**src/rtl/pc_sequencer_pkg.sv**
```systemverilog
// Shared definitions for the program-counter sequencer: state encodings and default widths.
package pc_sequencer_pkg;

   localparam int unsigned PC_WIDTH = 16;

   typedef enum logic [1:0] {
      PcsBoot = 2'b00,
      PcsRun  = 2'b01,
      PcsExec = 2'b10
   } pcs_state_e;

endpackage

```
**src/rtl/pc_target.sv**
```systemverilog
// Combinational target generation: pc+1 plus branch and JAL targets relative to pc+1.
module pc_target #(
   parameter int unsigned WIDTH = 16
) (
   input  logic [WIDTH-1:0] pc_i,
   input  logic [8:0]       imm9_i,
   input  logic [11:0]      imm12_i,
   output logic [WIDTH-1:0] pc_inc_o,
   output logic [WIDTH-1:0] br_target_o,
   output logic [WIDTH-1:0] jal_target_o
);

   logic [WIDTH-1:0] imm9_sext;
   logic [WIDTH-1:0] imm12_sext;

   assign imm9_sext  = {{(WIDTH-9){imm9_i[8]}}, imm9_i};
   assign imm12_sext = {{(WIDTH-12){imm12_i[11]}}, imm12_i};

   // All sums wrap modulo 2^WIDTH.
   assign pc_inc_o     = pc_i + WIDTH'(1);
   assign br_target_o  = pc_inc_o + imm9_sext;
   assign jal_target_o = pc_inc_o + imm12_sext;

endmodule

```
**src/rtl/pc_sequencer.sv**
```systemverilog
// Fetch PC sequencer: redirects from the decoder and the two-cycle EXEC detour.
module pc_sequencer
   import pc_sequencer_pkg::*;
#(
   parameter int unsigned     WIDTH     = PC_WIDTH,
   parameter logic [WIDTH-1:0] RESET_VEC = '0
) (
   input  logic             clk,
   input  logic             rst,
   input  logic             stall,
   input  logic             pc_load,
   input  logic             branch,
   input  logic             jr,
   input  logic             r15enable,
   input  logic             exe,
   input  logic [8:0]       imm9,
   input  logic [11:0]      imm12,
   input  logic [WIDTH-1:0] reg_target,
   output logic [WIDTH-1:0] pc,
   output logic [WIDTH-1:0] link,
   output logic             exec_in,
   output logic             fetch_valid
);

   pcs_state_e       state_q;
   logic [WIDTH-1:0] pc_q;
   logic [WIDTH-1:0] saved_pc_q;
   logic             exec_in_q;
   logic             fetch_valid_q;

   logic [WIDTH-1:0] pc_inc;
   logic [WIDTH-1:0] br_target;
   logic [WIDTH-1:0] jal_target;

   pc_target #(
      .WIDTH (WIDTH)
   ) u_pc_target (
      .pc_i         (pc_q),
      .imm9_i       (imm9),
      .imm12_i      (imm12),
      .pc_inc_o     (pc_inc),
      .br_target_o  (br_target),
      .jal_target_o (jal_target)
   );

   always_ff @(posedge clk or negedge rst) begin
      if (!rst) begin
         state_q       <= PcsBoot;
         pc_q          <= RESET_VEC;
         saved_pc_q    <= '0;
         exec_in_q     <= 1'b0;
         fetch_valid_q <= 1'b0;
      end else if (!stall) begin
         case (state_q)
            PcsBoot: begin
               state_q       <= PcsRun;
               fetch_valid_q <= 1'b1;
            end
            PcsRun: begin
               if (exe) begin
                  saved_pc_q <= pc_inc;
                  pc_q       <= reg_target;
                  state_q    <= PcsExec;
                  exec_in_q  <= 1'b1;
               end else if (pc_load && jr) begin
                  pc_q <= reg_target;
               end else if (pc_load && branch) begin
                  pc_q <= br_target;
               end else if (pc_load && r15enable) begin
                  pc_q <= jal_target;
               end else begin
                  pc_q <= pc_inc;
               end
            end
            // Redirect and nested EXEC inputs are ignored; only the return is taken.
            PcsExec: begin
               pc_q      <= saved_pc_q;
               state_q   <= PcsRun;
               exec_in_q <= 1'b0;
            end
            default: begin
               state_q       <= PcsBoot;
               pc_q          <= RESET_VEC;
               exec_in_q     <= 1'b0;
               fetch_valid_q <= 1'b0;
            end
         endcase
      end
   end

   assign pc          = pc_q;
   assign link        = pc_inc;
   assign exec_in     = exec_in_q;
   assign fetch_valid = fetch_valid_q;

endmodule

```
**config.mk**
```make
export PLATFORM = sky130hd
export DESIGN_NAME = pc_sequencer
export DESIGN_NICKNAME = d
export VERILOG_FILES = /design/src/rtl/pc_sequencer_pkg.sv /design/src/rtl/pc_target.sv /design/src/rtl/pc_sequencer.sv
export SDC_FILE = /design/constraint.sdc
export NUM_CORES = 1
export LEC_CHECK = 0
export ABC_AREA = 1
export CAP_MARGIN = 20
export CORE_UTILIZATION = 54
export DETAILED_ROUTE_END_ITERATION = 7
export GPL_ROUTABILITY_DRIVEN = 0
export PLACE_DENSITY = 0.82
export SYNTH_ARGS = -nofsm -noshare
export SYNTH_HDL_FRONTEND = slang
export SYNTH_SLANG_ARGS = --single-unit
```
**constraint.sdc**
```tcl
create_clock -name clk -period 3 [get_ports clk]
set_input_delay 0.6 -clock clk [delete_from_list [all_inputs] [get_ports clk]]
set_output_delay 0.6 -clock clk [all_outputs]
set_load 0.01 [all_outputs]
```
### Word-level counts from Yosys, hierarchy flattened

Cells that the tools add are included.

* register bits after elaboration: 36
* bits of input ports: 45

* $add $sub $neg: 3
* equal/unequal tests: 3
* muxes and demuxes: 10
* bitwise logic cells: 3
* reductions and logical operators: 11

Operators by type and width (count)
* 16-bit 2-to-1 mux: 4
* 16-bit case mux with 3 select lines: 1
* 16-bit adder: 2
* 16-bit by 1-bit adder with 16-bit output (second input constant): 1
* 2-bit AND reduction: 3
* 3-bit AND reduction: 2
* 1-bit case mux with 2 select lines: 2
* 2-bit case mux with 2 select lines: 1
* 2-bit OR reduction: 2
* 1-bit logical AND: 3
* 1-bit inverter: 3
* 2-bit by 1-bit == test with 1-bit output (second input constant): 1
* 2-bit == test (second input constant): 1
* 2-bit logical NOT: 1
* 2-bit 2-to-1 mux: 1
* 2-bit != test (second input constant): 1
* 1-bit 2-to-1 mux: 1

### Longest topological paths before layout

Gate-level depths: netlist of the first run.

* depth in word-level cells: 7
* gate-level depth with buffers: 26
* gate-level depth less buffers: 26

### Cells and area by module

Synthesis of the first run repeated with hierarchy kept, for this count alone.

* cell total of the unflattened synthesis: 740
* area total of the unflattened synthesis: 4464.3 um^2

Modules (own cells, without submodules)
* pc_sequencer: times used 1, cells an instance 387, area each 2447.3 um^2
* pc_target: times used 1, cells an instance 353, area each 2016.9 um^2

### Worst setup path before layout of the first run

Ideal clock, no wire load.

* kind: flip-flop to flip-flop
* start point: reg pc_q[0], in the netlist pc[0]
* end point: reg pc_q[10], in the netlist pc[10]
* setup time: 0.116 ns
* arrival: 2.738 ns
* setup slack: 0.146 ns
* cell stages (with the launch flop): 20
* path buffers: 0
* clock period less this slack: 2.854 ns
* cells stage by stage: dfrtp_1 inv_1 nor2_2 nand2_1 nor2_2 xor2_1 ha_1 a21oi_1 nand2_1 nand3b_1 nand2_1 or2_2 nand3_1 nand2_1 inv_1 nand2_1 nand2_1 nand2_1 nand2_1 nand2_1

* word-level cells in the longest chain between the ends: 7
* elaborated cells between the ends (all ways): 8

Ends and longest elaborated chain
* start: declaration: RTL line pc_sequencer.sv:26 `logic [WIDTH-1:0] pc_q;`
* start signal: assignment: RTL line pc_sequencer.sv:62 `pc_q <= reg_target;`
* start signal: assignment: RTL line pc_sequencer.sv:66 `pc_q <= reg_target;`
* start signal: assignment: RTL line pc_sequencer.sv:68 `pc_q <= br_target;`
* 16-bit by 1-bit adder with 16-bit output (*): RTL line pc_target.sv:20 `assign pc_inc_o = pc_i + WIDTH'(1);`
* named net link[0]: RTL line pc_sequencer.sv:20 `output logic [WIDTH-1:0] link,`
* 16-bit adder: RTL line pc_target.sv:22 `assign jal_target_o = pc_inc_o + imm12_sext;`
* 16-bit 2-to-1 mux: RTL line pc_sequencer.sv:69 `end else if (pc_load && r15enable) begin`
* 16-bit 2-to-1 mux (*): RTL line pc_sequencer.sv:67 `end else if (pc_load && branch) begin`
* 16-bit 2-to-1 mux (*): RTL line pc_sequencer.sv:65 `end else if (pc_load && jr) begin`
* 16-bit 2-to-1 mux (*): RTL line pc_sequencer.sv:60 `if (exe) begin`
* 16-bit case mux with 3 select lines (*): RTL line pc_sequencer.sv:54 `case (state_q)`

The timed path passes the listed nets; every way through them passes the cells marked *.
A chain may end at the register's enable or synchronous reset.

### Worst setup path in the final report of the first run

* start point: reg pc_q[2], in the netlist pc[2]
* end point: reg pc_q[13], in the netlist pc[13]

* word-level cells in the longest chain between the ends: 7
* elaborated cells between the ends (all ways): 8

Ends and longest elaborated chain (RTL line)
* 16-bit by 1-bit adder with 16-bit output (*): pc_target.sv:20
* 16-bit adder: pc_target.sv:22
* 16-bit 2-to-1 mux: pc_sequencer.sv:69
* 16-bit 2-to-1 mux (*): pc_sequencer.sv:67
* 16-bit 2-to-1 mux (*): pc_sequencer.sv:65
* 16-bit 2-to-1 mux (*): pc_sequencer.sv:60
* 16-bit case mux with 3 select lines (*): pc_sequencer.sv:54

Every way passes the cells marked *; elsewhere a longest branch is shown, timed or not.

==> results of run 1 <==
[where the power goes]
part	internal (mW)	switching (mW)	leakage (nW)	total, mW
Sequential	0.677	0.176	0.486	0.854
Clock	0.187	0.179	0.0455	0.366
Combinational	1.74	2.32	2.66	4.07
[synthesized netlist by cell type]
cell type,count,area (µm²)
a211oi_1,1,7.51
a21boi_0,1,7.51
a21boi_1,1,7.51
a21o_1,4,30.0
a21oi_1,39,195
a22o_1,1,8.76
a22oi_1,1,7.51
a31o_2,1,8.76
a31oi_1,2,12.5
and2_1,1,6.26
and3_1,1,6.26
buf_2,2,10.0
buf_4,1,7.51
buf_6,2,22.5
clkbuf_1,10,37.5
dfrtp_1,36,901
fa_1,2,40.0
ha_1,38,475
inv_1,89,334
inv_2,1,3.75
nand2_1,259,972
nand2_2,6,37.5
nand2_4,1,11.3
nand3_1,48,240
nand3_2,3,30.0
nand3b_1,3,22.5
nand4_1,7,43.8
nand4_2,1,12.5
nor2_1,41,154
nor2_2,5,31.3
nor2_4,1,11.3
nor3_1,5,25.0
nor3_4,1,16.3
o211ai_1,1,7.51
o21ai_0,42,210
o21ai_1,3,15.0
o21ai_4,1,16.3
o21bai_1,4,30.0
o221ai_1,2,17.5
o22ai_1,2,12.5
o31ai_1,1,7.51
or2_2,2,12.5
xnor2_1,5,43.8
xnor2_2,1,16.3
xor2_1,8,70.1
[worst reg2reg max path, cell delays in order, from the launching register on]
cell     delay (ns)
dfrtp_1        0.42
buf_4          0.20
nand3_2        0.12
nor3_4         0.19
buf_6          0.15
a21o_1         0.13
nand2_2        0.09
inv_4          0.10
buf_12         0.11
ha_4           0.21
nand2_2        0.08
nand2_2        0.06
a21oi_2        0.14
nor3_1         0.07
nor3_1         0.24
nand2_1        0.11
nand2_1        0.08
nand3_1        0.10
nand2_1        0.08
nand2_1        0.06
nand2_2        0.08
nand2_1        0.06
nand2_1        0.06
nand2_1        0.05
[metrics by stage]
step                instance area (µm²)  hold slack [ns]  utilization, %  setup slack, ns  instances
floorplan                          4200            0.304               -            0.146        687
global placement                   5360            0.454            72.8          -0.0227        894
detailed placement                 5360            0.465            72.8          -0.0734        894
CTS                                5540            0.484            75.2         0.000306        906
global route                       6050            0.501            82.1           -0.344        917
finish                             6050            0.484            82.1          -0.0813        917
[registers in the layout, indices dropped and copies added, names as in the netlist]
name         count
saved_pc_q      16
exec_in          1
fetch_valid      1
state_q          2
pc              16
[worst max-delay path by stage]
stage / end / slack [ns] / depth (start not counted)
6_report: pc[13] / -0.08 / 23
5_1_grt: pc[15] / -0.34 / 27
4_1_cts: pc[15] / 0.0003 / 21
3_5_place_dp: pc[15] / -0.07 / 22
3_3_place_gp: pc[8] / -0.02 / 20
2_1_floorplan: pc[10] / 0.15 / 19
[final cells by class]
class	count	area, µm²
clock buffers	8	90.1
fillers	485	1320
inverters	90	349
multi-input cells	546	3320
flip-flops and latches	36	901
well taps	99	124
repair buffers	138	1260
[what timing repair did]
item | in CTS | in global routing
gates resized for setup | 14 | 99
pin swaps | 3 | 37
setup buffers | 4 | 11
setup endpoints to repair | 7 | 14
[layer usage]
metal / track usage [%] / up-vias / part of all wire [%]
met3: 4.99 / 87 / 8.8
met1: 42.3 / 2419 / 39
li1: - / 2461 / -
met2: 55.1 / 366 / 47
met5: 0 / - / 0
met4: 15.2 / 0 / 5.1
[logic make-up after synthesis]
family | synth area share [%]
compound gates | 14.3
flops | 21.5
simple gates | 38.9
fa+ha+maj | 12.3
buf+inv | 9.90
xor+xnor | 3.10
==> impl_metrics.toml, run 1 <==
[clocking]
clock_latency_ns = 0.29
cts_tree = "done"
cts-root-buf = "clkbuf_8"
hold_buffers = 0
numCtsBuffers = 5
clkTransAtPathRegs_ns = 0.07
h-tree-depth = 2
cts_buffer_depth = 2
cts_sinks = 36

[die]
io_pins = 79
fp.coreArea_um2 = 7370
die_y_um = 90.2
die-area_um2 = 8130
die_x_um = 90.2
start_util_pct = 56.9
rows = 31

[power_and_ir_drop]
cellLeakagePower_nw = 3.19
power_mw = 5.29
vdd.ir_drop.worst_mv = 0.622
p_per_area_nw_per_um2 = 874

[status]
violations = "negative setup slack"
outcome = "finished with violations"

[timing]
final_hold_viol_count = 0
fmax_mhz = 325
setup_viol = 8
fin_tns_setup_ns = -0.367
fin_skew_ns = 0.00472
maxSlewViolCount = 0
period_share_pct = 103
period_needed_ns = 3.08
rsz0062_at_grt = "true"
worstMarginPinSlew_ns = 0.666
layout_setup_ws_ns = -0.0813
slew_headroom_pct = 55.6

[route]
wl_per_cell_um = 16.7
dr.pass1.iters = 7
viasPerCell = 5.82
ant_nets = 0
dr.first_iter.drc_count = 543
totalWireLength_um = 15400
vias = 5333
drc_errors = 0

[setup_path]
crit_path_end_kind = "flop"
crit_fanout = 6
cp_cell_sequence = "buf_4 > nand3_2 > nor3_4 > buf_6 > a21o_1 > nand2_2 > inv_4 > buf_12 > ha_4 > nand2_2 > nand2_2 > a21oi_2 > nor3_1 > nor3_1 > nand2_1 > nand2_1 > nand3_1 > nand2_1 > nand2_1 > nand2_2 > nand2_1 > nand2_1 > nand2_1"
required_ns = 3.19
arrival_ns = 3.27
crit_family = "simple AND/OR/NAND/NOR gates"
slowest_stage = "dfrtp_1"
crit_buf_inv = 4
r2r_cells = 23
crit_path_start_kind = "flop"
slowest_delay_ns = 0.42
crit_type = "flop to flop"
r2r-start = "pc[2]"
crit_top_cell = "nand2_1"
r2r-end = "pc[13]"
cp-startpoint = "pc[2]"
r2r_slack_ns = -0.08

[global_route]
grt_pass1_vias = 4814
grt_pass1_wl_um = 21800
overflow = 0
grt_max_degree = 37
grt_use_total_pct = 33.1
antenna_found_initial = 0

[cells_and_area]
final_cell_mix = "nand2_1, inv_1, clkdlybuf4s50_1"
fin_nets = 902
layout-drive-gt1-share_pct = 21.5
layout_commonest_cell = "nand2_1"
area_growth_pct = 44.2
antenna_cells = 0

[logic_synthesis]
ys_ff_latch = 36
syn_nets = 772
syn_area_um2 = 4200
yosysWarnings = 0
syn_inst = 687
ys_seq_area_share_pct = 21.5
avgSynthCellArea_um2 = 6.11
yosysUniqueCellTypes = 45

[placement]
dp_hpwl_um = 10400
port_buffers = 78

[min_path]
min_from = "saved_pc_q[11]"
min_to = "saved_pc_q[11]"
whs_path_depth = 2
hold_path_class = "flop to flop"

[job]
drv_cap = 0
(Power assumes the default switching activity.)
==> run 2, diff against run 1 <==
Settings changed: CAP_MARGIN 20 to default.
==> results of run 2 <==
Same layout as run 1: the final DEF is identical, and so are final timing and power.
